File: src/rtl/trisc_datapath.sv
`default_nettype none
// ============================================================================
// Module      : trisc_datapath
// Description : Controlled datapath driven by the trisc sequencer's control
//               word. Executes an 8-bit accumulator operation, an optional
//               8-bit loop counter operation and two valid/ready stream
//               handshakes every cycle. Returns condition flags to the
//               sequencer.
// Revision    : 1.0 - initial release
// ----------------------------------------------------------------------------
// Ports
//   clk        in   1   rising-edge clock
//   reset      in   1   synchronous, active-high reset
//   ctrl       in   OW  control word from the sequencer
//   flags      out  CW  condition bits to the sequencer
//   in_valid   in   1   input stream data valid
//   in_data    in   8   input stream data
//   in_ready   out  1   input stream ready (combinational)
//   out_valid  out  1   output holding register full
//   out_data   out  8   output holding register contents
//   out_ready  in   1   downstream accepts out_data
//   err        out  1   sticky flag for a dropped output push
// ----------------------------------------------------------------------------
// Configuration
//   TRISC_DP_LOOPCNT_EN  defined   : 8-bit loop counter is built.
//                        undefined : counter removed, cnt_op ignored,
//                                    flags[2] tied to 1.
// ----------------------------------------------------------------------------
// Control word
//   [3:0]   acc_op   [11:4] imm   [13:12] cnt_op   [14] out_push
//   [15]    ovf_clr  [16]   err_clr              [OW-1:17] reserved
// ============================================================================
module trisc_datapath #(
    parameter int CW = 7,
    parameter int OW = 28
) (
    input  logic          clk,
    input  logic          reset,
    input  logic [OW-1:0] ctrl,
    output logic [CW-1:0] flags,
    input  logic          in_valid,
    input  logic [7:0]    in_data,
    output logic          in_ready,
    output logic          out_valid,
    output logic [7:0]    out_data,
    input  logic          out_ready,
    output logic          err
);

    // Accumulator operation encodings
    localparam logic [3:0] C_OP_NOP  = 4'd0;
    localparam logic [3:0] C_OP_LDI  = 4'd1;
    localparam logic [3:0] C_OP_ADDI = 4'd2;
    localparam logic [3:0] C_OP_SUBI = 4'd3;
    localparam logic [3:0] C_OP_SHL  = 4'd4;
    localparam logic [3:0] C_OP_SHR  = 4'd5;
    localparam logic [3:0] C_OP_CLR  = 4'd6;
    localparam logic [3:0] C_OP_LDIN = 4'd7;
    localparam logic [3:0] C_OP_ANDI = 4'd8;
    localparam logic [3:0] C_OP_XORI = 4'd9;

`ifdef TRISC_DP_LOOPCNT_EN
    // Counter operation encodings
    localparam logic [1:0] C_CNT_HOLD = 2'd0;
    localparam logic [1:0] C_CNT_LDI  = 2'd1;
    localparam logic [1:0] C_CNT_DEC  = 2'd2;
    localparam logic [1:0] C_CNT_CLR  = 2'd3;
`endif

    // ------------------------------------------------------------------------
    // Control word field decode
    // ------------------------------------------------------------------------
    logic [3:0] w_acc_op;
    logic [7:0] w_imm;
    logic       w_out_push;
    logic       w_ovf_clr;
    logic       w_err_clr;

    assign w_acc_op   = ctrl[3:0];
    assign w_imm      = ctrl[11:4];
    assign w_out_push = ctrl[14];
    assign w_ovf_clr  = ctrl[15];
    assign w_err_clr  = ctrl[16];

    // ------------------------------------------------------------------------
    // State registers
    // ------------------------------------------------------------------------
    logic [7:0] r_acc;
    logic       r_ovf;
    logic       r_out_valid;
    logic [7:0] r_out_data;
    logic       r_err;
    logic       w_cnt_zero;

    // ------------------------------------------------------------------------
    // Input handshake. Ready is withheld during reset so no transfer can be
    // reported to the upstream source while the datapath ignores ctrl.
    // ------------------------------------------------------------------------
    logic w_in_xfer;

    assign in_ready  = (w_acc_op == C_OP_LDIN) && !reset;
    assign w_in_xfer = in_valid && in_ready;

    // ------------------------------------------------------------------------
    // Accumulator next-state and overflow detection. The 9-bit sum/difference
    // carry the carry-out / borrow in bit 8.
    // ------------------------------------------------------------------------
    logic [8:0] w_sum;
    logic [8:0] w_diff;
    logic [7:0] w_acc_next;
    logic       w_ovf_set;

    assign w_sum  = {1'b0, r_acc} + {1'b0, w_imm};
    assign w_diff = {1'b0, r_acc} - {1'b0, w_imm};

    always_comb begin
        w_acc_next = r_acc;
        w_ovf_set  = 1'b0;
        case (w_acc_op)
            C_OP_NOP:  w_acc_next = r_acc;
            C_OP_LDI:  w_acc_next = w_imm;
            C_OP_ADDI: begin
                w_acc_next = w_sum[7:0];
                w_ovf_set  = w_sum[8];
            end
            C_OP_SUBI: begin
                w_acc_next = w_diff[7:0];
                w_ovf_set  = w_diff[8];
            end
            C_OP_SHL:  w_acc_next = {r_acc[6:0], 1'b0};
            C_OP_SHR:  w_acc_next = {1'b0, r_acc[7:1]};
            C_OP_CLR:  w_acc_next = 8'h00;
            C_OP_LDIN: begin
                if (w_in_xfer) begin
                    w_acc_next = in_data;
                end
            end
            C_OP_ANDI: w_acc_next = r_acc & w_imm;
            C_OP_XORI: w_acc_next = r_acc ^ w_imm;
            default:   w_acc_next = r_acc;
        endcase
    end

    always_ff @(posedge clk) begin
        if (reset) begin
            r_acc <= 8'h00;
            r_ovf <= 1'b0;
        end else begin
            r_acc <= w_acc_next;
            // A new overflow in the same cycle as a clear must not be lost.
            if (w_ovf_set) begin
                r_ovf <= 1'b1;
            end else if (w_ovf_clr) begin
                r_ovf <= 1'b0;
            end
        end
    end

    // ------------------------------------------------------------------------
    // Output holding register. A drain frees the slot in the same cycle, so a
    // push alongside a drain is accepted back-to-back. The pushed value is
    // the accumulator before this cycle's acc_op takes effect.
    // ------------------------------------------------------------------------
    logic w_drain;
    logic w_push_ok;
    logic w_push_drop;

    assign w_drain     = r_out_valid && out_ready;
    assign w_push_ok   = w_out_push && (!r_out_valid || w_drain);
    assign w_push_drop = w_out_push && r_out_valid && !w_drain;

    always_ff @(posedge clk) begin
        if (reset) begin
            r_out_valid <= 1'b0;
            r_out_data  <= 8'h00;
            r_err       <= 1'b0;
        end else begin
            if (w_push_ok) begin
                r_out_valid <= 1'b1;
                r_out_data  <= r_acc;
            end else if (w_drain) begin
                r_out_valid <= 1'b0;
            end
            // A dropped push in the same cycle as a clear keeps err set.
            if (w_push_drop) begin
                r_err <= 1'b1;
            end else if (w_err_clr) begin
                r_err <= 1'b0;
            end
        end
    end

    // ------------------------------------------------------------------------
    // Loop counter (optional). Decrement saturates at zero so a loop exit
    // condition, once reached, stays reached.
    // ------------------------------------------------------------------------
`ifdef TRISC_DP_LOOPCNT_EN
    logic [1:0] w_cnt_op;
    logic [7:0] r_cnt;

    assign w_cnt_op = ctrl[13:12];

    always_ff @(posedge clk) begin
        if (reset) begin
            r_cnt <= 8'h00;
        end else begin
            case (w_cnt_op)
                C_CNT_HOLD: r_cnt <= r_cnt;
                C_CNT_LDI:  r_cnt <= w_imm;
                C_CNT_DEC:  r_cnt <= (r_cnt == 8'h00) ? 8'h00 : r_cnt - 8'd1;
                C_CNT_CLR:  r_cnt <= 8'h00;
                default:    r_cnt <= r_cnt;
            endcase
        end
    end

    assign w_cnt_zero = (r_cnt == 8'h00);

    // Reserved control bits carry no function.
    logic w_unused_ctrl;
    assign w_unused_ctrl = ^ctrl[OW-1:17];
`else
    // Without the counter every counted loop terminates after one pass.
    assign w_cnt_zero = 1'b1;

    // Reserved bits and cnt_op carry no function in this build.
    logic w_unused_ctrl;
    assign w_unused_ctrl = ^{ctrl[OW-1:17], ctrl[13:12]};
`endif

    // ------------------------------------------------------------------------
    // Outputs
    // ------------------------------------------------------------------------
    assign out_valid = r_out_valid;
    assign out_data  = r_out_data;
    assign err       = r_err;

    assign flags[0] = (r_acc == 8'h00);
    assign flags[1] = r_acc[7];
    assign flags[2] = w_cnt_zero;
    assign flags[3] = in_valid;
    assign flags[4] = !r_out_valid;
    assign flags[5] = r_ovf;
    assign flags[6] = 1'b1;

endmodule
`default_nettype wire
File: config.mk
export PLATFORM = sky130hd
export DESIGN_NAME = trisc_datapath
export DESIGN_NICKNAME = d
export VERILOG_FILES = /design/src/rtl/trisc_datapath.sv
export SDC_FILE = /design/constraint.sdc
export NUM_CORES = 1
export LEC_CHECK = 0
export ABC_AREA = 1
export CORE_MARGIN = 2
export CORE_UTILIZATION = 53
export CTS_CLUSTER_DIAMETER = 40
export CTS_CLUSTER_SIZE = 40
export DETAILED_ROUTE_END_ITERATION = 8
export PLACE_DENSITY = 0.86
export SYNTH_ARGS = -nofsm -noshare
export SYNTH_HDL_FRONTEND = slang
export SYNTH_SLANG_ARGS = --single-unit
File: constraint.sdc
create_clock -name clk -period 3.8 [get_ports clk]
set_input_delay 0.76 -clock clk [delete_from_list [all_inputs] [get_ports clk]]
set_output_delay 0.76 -clock clk [all_outputs]
set_load 0.05 [all_outputs]
==> impl_metrics.json, run 1 <==
{
  "cts_buffers": 3,
  "setup_ws_ns": 0.7445,
  "drc": 0,
  "hold_path_class": "reg -> reg",
  "postCtsHoldBufs": 0,
  "synth_area_leaders": "dfxtp_1 18%, nand2_1 15%, nand3_1 9.9%, ha_1 9.8%, inv_1 7.8%",
  "tightest_slew_ns": 0.5883,
  "dpl.hpwl_um": 4535,
  "grt_overflow": 0,
  "synth_area_sq_um": 2168,
  "synth.avg_cell_area_sq_um": 6.249,
  "outcome": "finished clean",
  "std_cell_rows": 23,
  "cp-end-kind": "output port",
  "ys_seq_area_share_pct": 17.54,
  "num_vias": 2381,
  "place_area_sq_um": 2575,
  "period_share_pct": 80.41,
  "post-place-ws_ns": 0.7555,
  "grt_first_pass_wirelength_um": 9032,
  "fin_crit_ns": 3.055,
  "ys_types": 37,
  "postRouteWirelength_um": 5727,
  "io-pin-count": 58,
  "mostFrequentLayoutCell": "nand2_1",
  "antenna_found_initial": 0,
  "drv_slew": 0,
  "setup_violations": 0,
  "max_freq_ghz": 0.3273,
  "synthCells": 347,
  "cts_resized": 0,
  "p_leak_uw": 0.001233,
  "drive_gt1_share_pct": 13.05,
  "post_cts_buffers": 0,
  "drt-initial-drc-count": 220,
  "synth_warnings": 0,
  "cp-start-kind": "input pin",
  "reg2regPathDepth": 9,
  "ant_nets": 0,
  "dr.pass1.iters": 5,
  "root_buffer": "clkbuf_8",
  "max_stage_delay_ns": 0.50,
  "finalHoldViolations": 0,
  "grt.total_usage_pct": 25.28,
  "grt_max_degree": 17,
  "ys_ff_latch": 19,
  "cp.required_ns": 3.04,
  "cts.sinks": 19,
  "netlist.area_leader.share_pct": 17.54,
  "yosysTopAreaCell": "dfxtp_1",
  "max-slew-margin-rel_pct": 60.63,
  "layout_common_cells": "87 x nand2_1, 45 x inv_1, 43 x nand3_1, 41 x clkdlybuf4s50_1, 27 x nor2_1",
  "nNetsFinal": 443,
  "rsz0062_at_grt": "no",
  "clkTransAtPathRegs_ns": 0.07,
  "n_fill_cell": 356,
  "core-area_sq_um": 3971,
  "cp.arrival_ns": 2.30,
  "worst-setup-path-type": "in -> out",
  "start_util_pct": 54.60,
  "syn_to_final_growth_pct": 20.83,
  "path_cells": "clkdlybuf4s50_1 -> inv_2 -> nand2_2 -> nor2_4 -> inv_1 -> nor2_1 -> buf_4",
  "final.setup.tns_ns": 0,
  "fp.dieW_um": 67.96,
  "holdPathStages": 2,
  "clockBufferDepth": 2,
  "cap_violations": 0,
  "port_buffers": 42,
  "via_per_inst": 5.499,
  "final_area_sq_um": 2620,
  "routabilityCongestion": 0.9073,
  "fp.dieH_um": 67.96,
  "crit_slowest_cell": "clkdlybuf4s50_1",
  "p_per_area_nw_per_um2": 274.0,
  "insertion_delay_ns": 0.25,
  "dieArea_sq_um": 4619,
  "diodes": 0,
  "ir_worst_vdd_uv": 294.1,
  "cts_tree": "built",
  "crit_fanout": 9,
  "cts-htree-levels": 1,
  "wire_per_inst_um": 13.23,
  "skew_ns": 0.002726,
  "grt_pass1_vias": 2067
}
-- worst max-delay path: cells and delay by family --
kind	cells	cell delay [ns]
and+or+nand+nor	3	0.54
buffers and inverters	4	1.00
-- power by group --
part / total [uW] / leakage, uW / switching [uW] / internal [uW]
clock network: 139 / 0.0000228 / 64.1 / 74.5
registers: 237 / 0.000157 / 22.2 / 215
logic: 342 / 0.00105 / 218 / 124
total: 718 / 0.00123 / 304 / 414
-- kinds of logic after synthesis --
group,Yosys count,synth area share (%)
AO/OA/AOI/OAI,49,14.31
adder cells (fa/ha/maj),19,11.66
buffers and inverters,63,12.75
flip-flops,19,17.54
other,1,0.1729
AND/OR/NAND/NOR,196,43.57
-- area by class of cell --
cell class	instances	area, sq um	share of cell area (%)
Sequential cell	19	380.4	14.52
Clock buffer	4	45.04	1.719
Timing Repair Buffer	43	425.4	16.24
Tap cell	50	62.56	2.388
Multi-Input combinational cell	266	1515	57.83
Inverter	51	191.4	7.307
-- synth_stat cells (all sizes together) --
library cell,number
a21oi,28
a31oi,2
buf,10
clkbuf,2
conb,1
dfxtp,19
fa,2
ha,17
inv,51
nand2,101
nand3,45
nand3b,1
nand4,8
nor2,36
nor3,2
o2111ai,1
o211ai,1
o21ai,15
o22ai,2
or2,3
-- registers in the layout, summed over array words and instances (netlist names) --
signal     flops
out_valid      1
r_ovf          1
r_acc          8
err            1
out_data       8
-- routing by layer --
metal	vias to the layer above	global-route usage, %	wire [um]
met5	-	0	0
met4	0	7.500	153
met3	15	3.289	420
met2	104	44.30	2718
met1	1077	32.13	2435
li1	1185	-	-
-- stage by stage --
stage,instances,utilization (%),hold WS [ns],power [uW]
after global routing,433,65.97,0.5088,759.6
after floorplan,348,-,0.4670,482.4
final,433,65.97,0.4774,718.0
after CTS,433,65.97,0.4763,714.3
after global placement,429,64.84,0.4538,571.7
after detailed placement,429,64.84,0.4671,578.9
-- path summary, 6_finish.rpt --
| path | start | end | slack (ns) |
|---|---|---|---|
| max | ctrl[3] | in_ready | 0.74 |
| min | err | err | 0.48 |
| max reg2reg | r_acc[0] | r_acc[2] | 1.84 |
| min reg2reg | err | err | 0.48 |
Note: power is estimated with default switching activity, not from simulation.
==> run 2: changes to the inputs <==
Settings changed: CORE_UTILIZATION 53 to 49, PLACE_DENSITY 0.86 to 0.81.
Clock period 3.8 ns to 3.2 ns, I/O delays scaled along.
==> run 2 against run 1 <==
Effect of this change: largest cell class unchanged; via count up 1.5%; highest routed layer unchanged; design area up 0.91%; setup slack worse by 0.22 ns; clock power up 23%; critical endpoint unchanged; count of clock-buffer cells in the layout down 1.
==> impl_metrics.json, run 2 (same netlist as run 1, synthesis figures left out) <==
{
  "cp.arrival_ns": 2.03,
  "dpl.hpwl_um": 4695,
  "root_buffer": "clkbuf_8",
  "insertion_delay_ns": 0.26,
  "ir_worst_vdd_uv": 242.3,
  "clkTransAtPathRegs_ns": 0.07,
  "cp.required_ns": 2.56,
  "core-area_sq_um": 4294,
  "syn_to_final_growth_pct": 21.93,
  "worst-path-buf-inv": 4,
  "max_freq_ghz": 0.3742,
  "mostFrequentLayoutCell": "nand2_1",
  "p_per_area_nw_per_um2": 326.9,
  "worst-setup-path-type": "in -> out",
  "internal-power_uw": 490.9,
  "power_switching_uw": 373.3,
  "dieArea_sq_um": 4973,
  "cap_violations": 0,
  "reg2reg_slack_ns": 1.18,
  "hold_path_class": "reg -> reg",
  "cts_resized": 0,
  "setup_violations": 0,
  "dr.pass1.iters": 4,
  "grt_max_degree": 17,
  "layout_common_cells": "87 x nand2_1, 45 x inv_1, 43 x nand3_1, 41 x clkdlybuf4s50_1, 27 x nor2_1",
  "cp-start-kind": "input pin",
  "cp-end-kind": "output port",
  "clockBufferDepth": 2,
  "std_cell_rows": 24,
  "cts_buffers": 3,
  "crit_fanout": 4,
  "routabilityCongestion": 0.9100,
  "period_share_pct": 83.52,
  "grt_pass1_vias": 2213,
  "cts_tree": "built",
  "diodes": 0,
  "fp.dieW_um": 70.52,
  "antenna_found_initial": 0,
  "path_cells": "clkdlybuf4s50_1 -> inv_2 -> nand2_2 -> nor2_4 -> inv_1 -> nor2_1 -> buf_12",
  "cts.sinks": 19,
  "skew_ns": 0.007550,
  "finalHoldViolations": 0,
  "grt.total_usage_pct": 24.96,
  "postRouteWirelength_um": 6100,
  "ant_nets": 0,
  "p_leak_uw": 0.001244,
  "fin_crit_ns": 2.673,
  "fp.dieH_um": 70.52,
  "drive_gt1_share_pct": 13.54,
  "start_util_pct": 50.50,
  "grt_overflow": 0,
  "comb_power_share_pct": 47.6,
  "rsz0062_at_grt": "no",
  "grt_first_pass_wirelength_um": 10040,
  "max-slew-margin-rel_pct": 59.78,
  "clkPwrFrac_pct": 19.8,
  "n_fill_cell": 428,
  "drv_slew": 0,
  "power_switching_share_pct": 43.20,
  "timing.hold.ws_ns": 0.4758,
  "io-pin-count": 58,
  "cts-htree-levels": 1,
  "drt-initial-drc-count": 239,
  "crit_slowest_cell": "clkdlybuf4s50_1",
  "max_stage_delay_ns": 0.50,
  "via_per_inst": 5.541,
  "drc": 0,
  "p_seq_share_pct": 32.6,
  "tightest_slew_ns": 0.6010,
  "post_cts_buffers": 0,
  "port_buffers": 42,
  "outcome": "finished clean",
  "postCtsHoldBufs": 0,
  "final.setup.tns_ns": 0,
  "nNetsFinal": 444,
  "crit_family": "buffers and inverters",
  "num_vias": 2416,
  "wire_per_inst_um": 13.99
}
==> run 2: changes by cell type in the layout (fill, tap and decap cells not counted) <==
| cell | before | now |
|---|---|---|
| buf_12 | 0 | 1 |
| clkinv_2 | 0 | 1 |
| clkbuf_1 | 1 | 0 |
==> run 2: final cells by class <==
cell class	count	area (sq um)	area share (%)
flip-flops and latches	19	380.4	14.39
multi-input cells	266	1515	57.31
clock buffers	3	41.29	1.562
clock inverters	1	5.005	0.1893
inverters	51	191.4	7.241
well taps	52	65.06	2.461
repair buffers	44	445.4	16.85
==> run 2: path summary, 6_finish.rpt <==
path,from,endpoint,cells after the start
setup / recovery,ctrl[3],in_ready,7
hold / removal,err,err,2
setup reg to reg,r_acc[0],r_acc[2],9
hold reg to reg,err,err,2
==> run 2: layer usage <==
metal  up-vias  global-route usage (%)  part of all wire [%]
met2       110                   40.99                    46
met1      1095                   32.16                    43
li1       1187                       -                     -
met5         -                       0                     0
met3        24                   4.185                   7.5
met4         0                   10.90                   4.0
==> run 2: through the flow <==
step           power, uW  setup slack (ns)  util (%)  instance area [sq um]  cells
6_report           864.1            0.5275     61.57                   2644    436
5_1_grt            920.9            0.4305     61.57                   2644    436
4_1_cts            858.2            0.5262     61.57                   2644    436
3_5_place_dp       691.3            0.4437     60.49                   2597    432
3_3_place_gp       681.6            0.5052     60.49                   2597    432
2_1_floorplan      572.9            0.7593         -                   2172    348
==> run 2: worst register-to-register path, stage by stage (launching register included) <==
cell and delay, ns:
dfxtp_1 0.34, inv_1 0.16, ha_1 0.17, inv_1 0.05, fa_1 0.43, or2_2 0.32
a31oi_1 0.17, nand3_1 0.10, nand2_1 0.11, a21oi_2 0.06
==> run 2: power by group through the flow <==
stage	logic, uW	registers [uW]	clock network [uW]
after floorplan	263	310	0
after global placement	396	286	0
after detailed placement	405	286	0
after CTS	407	281	170
after global routing	452	284	184
final	411	282	171
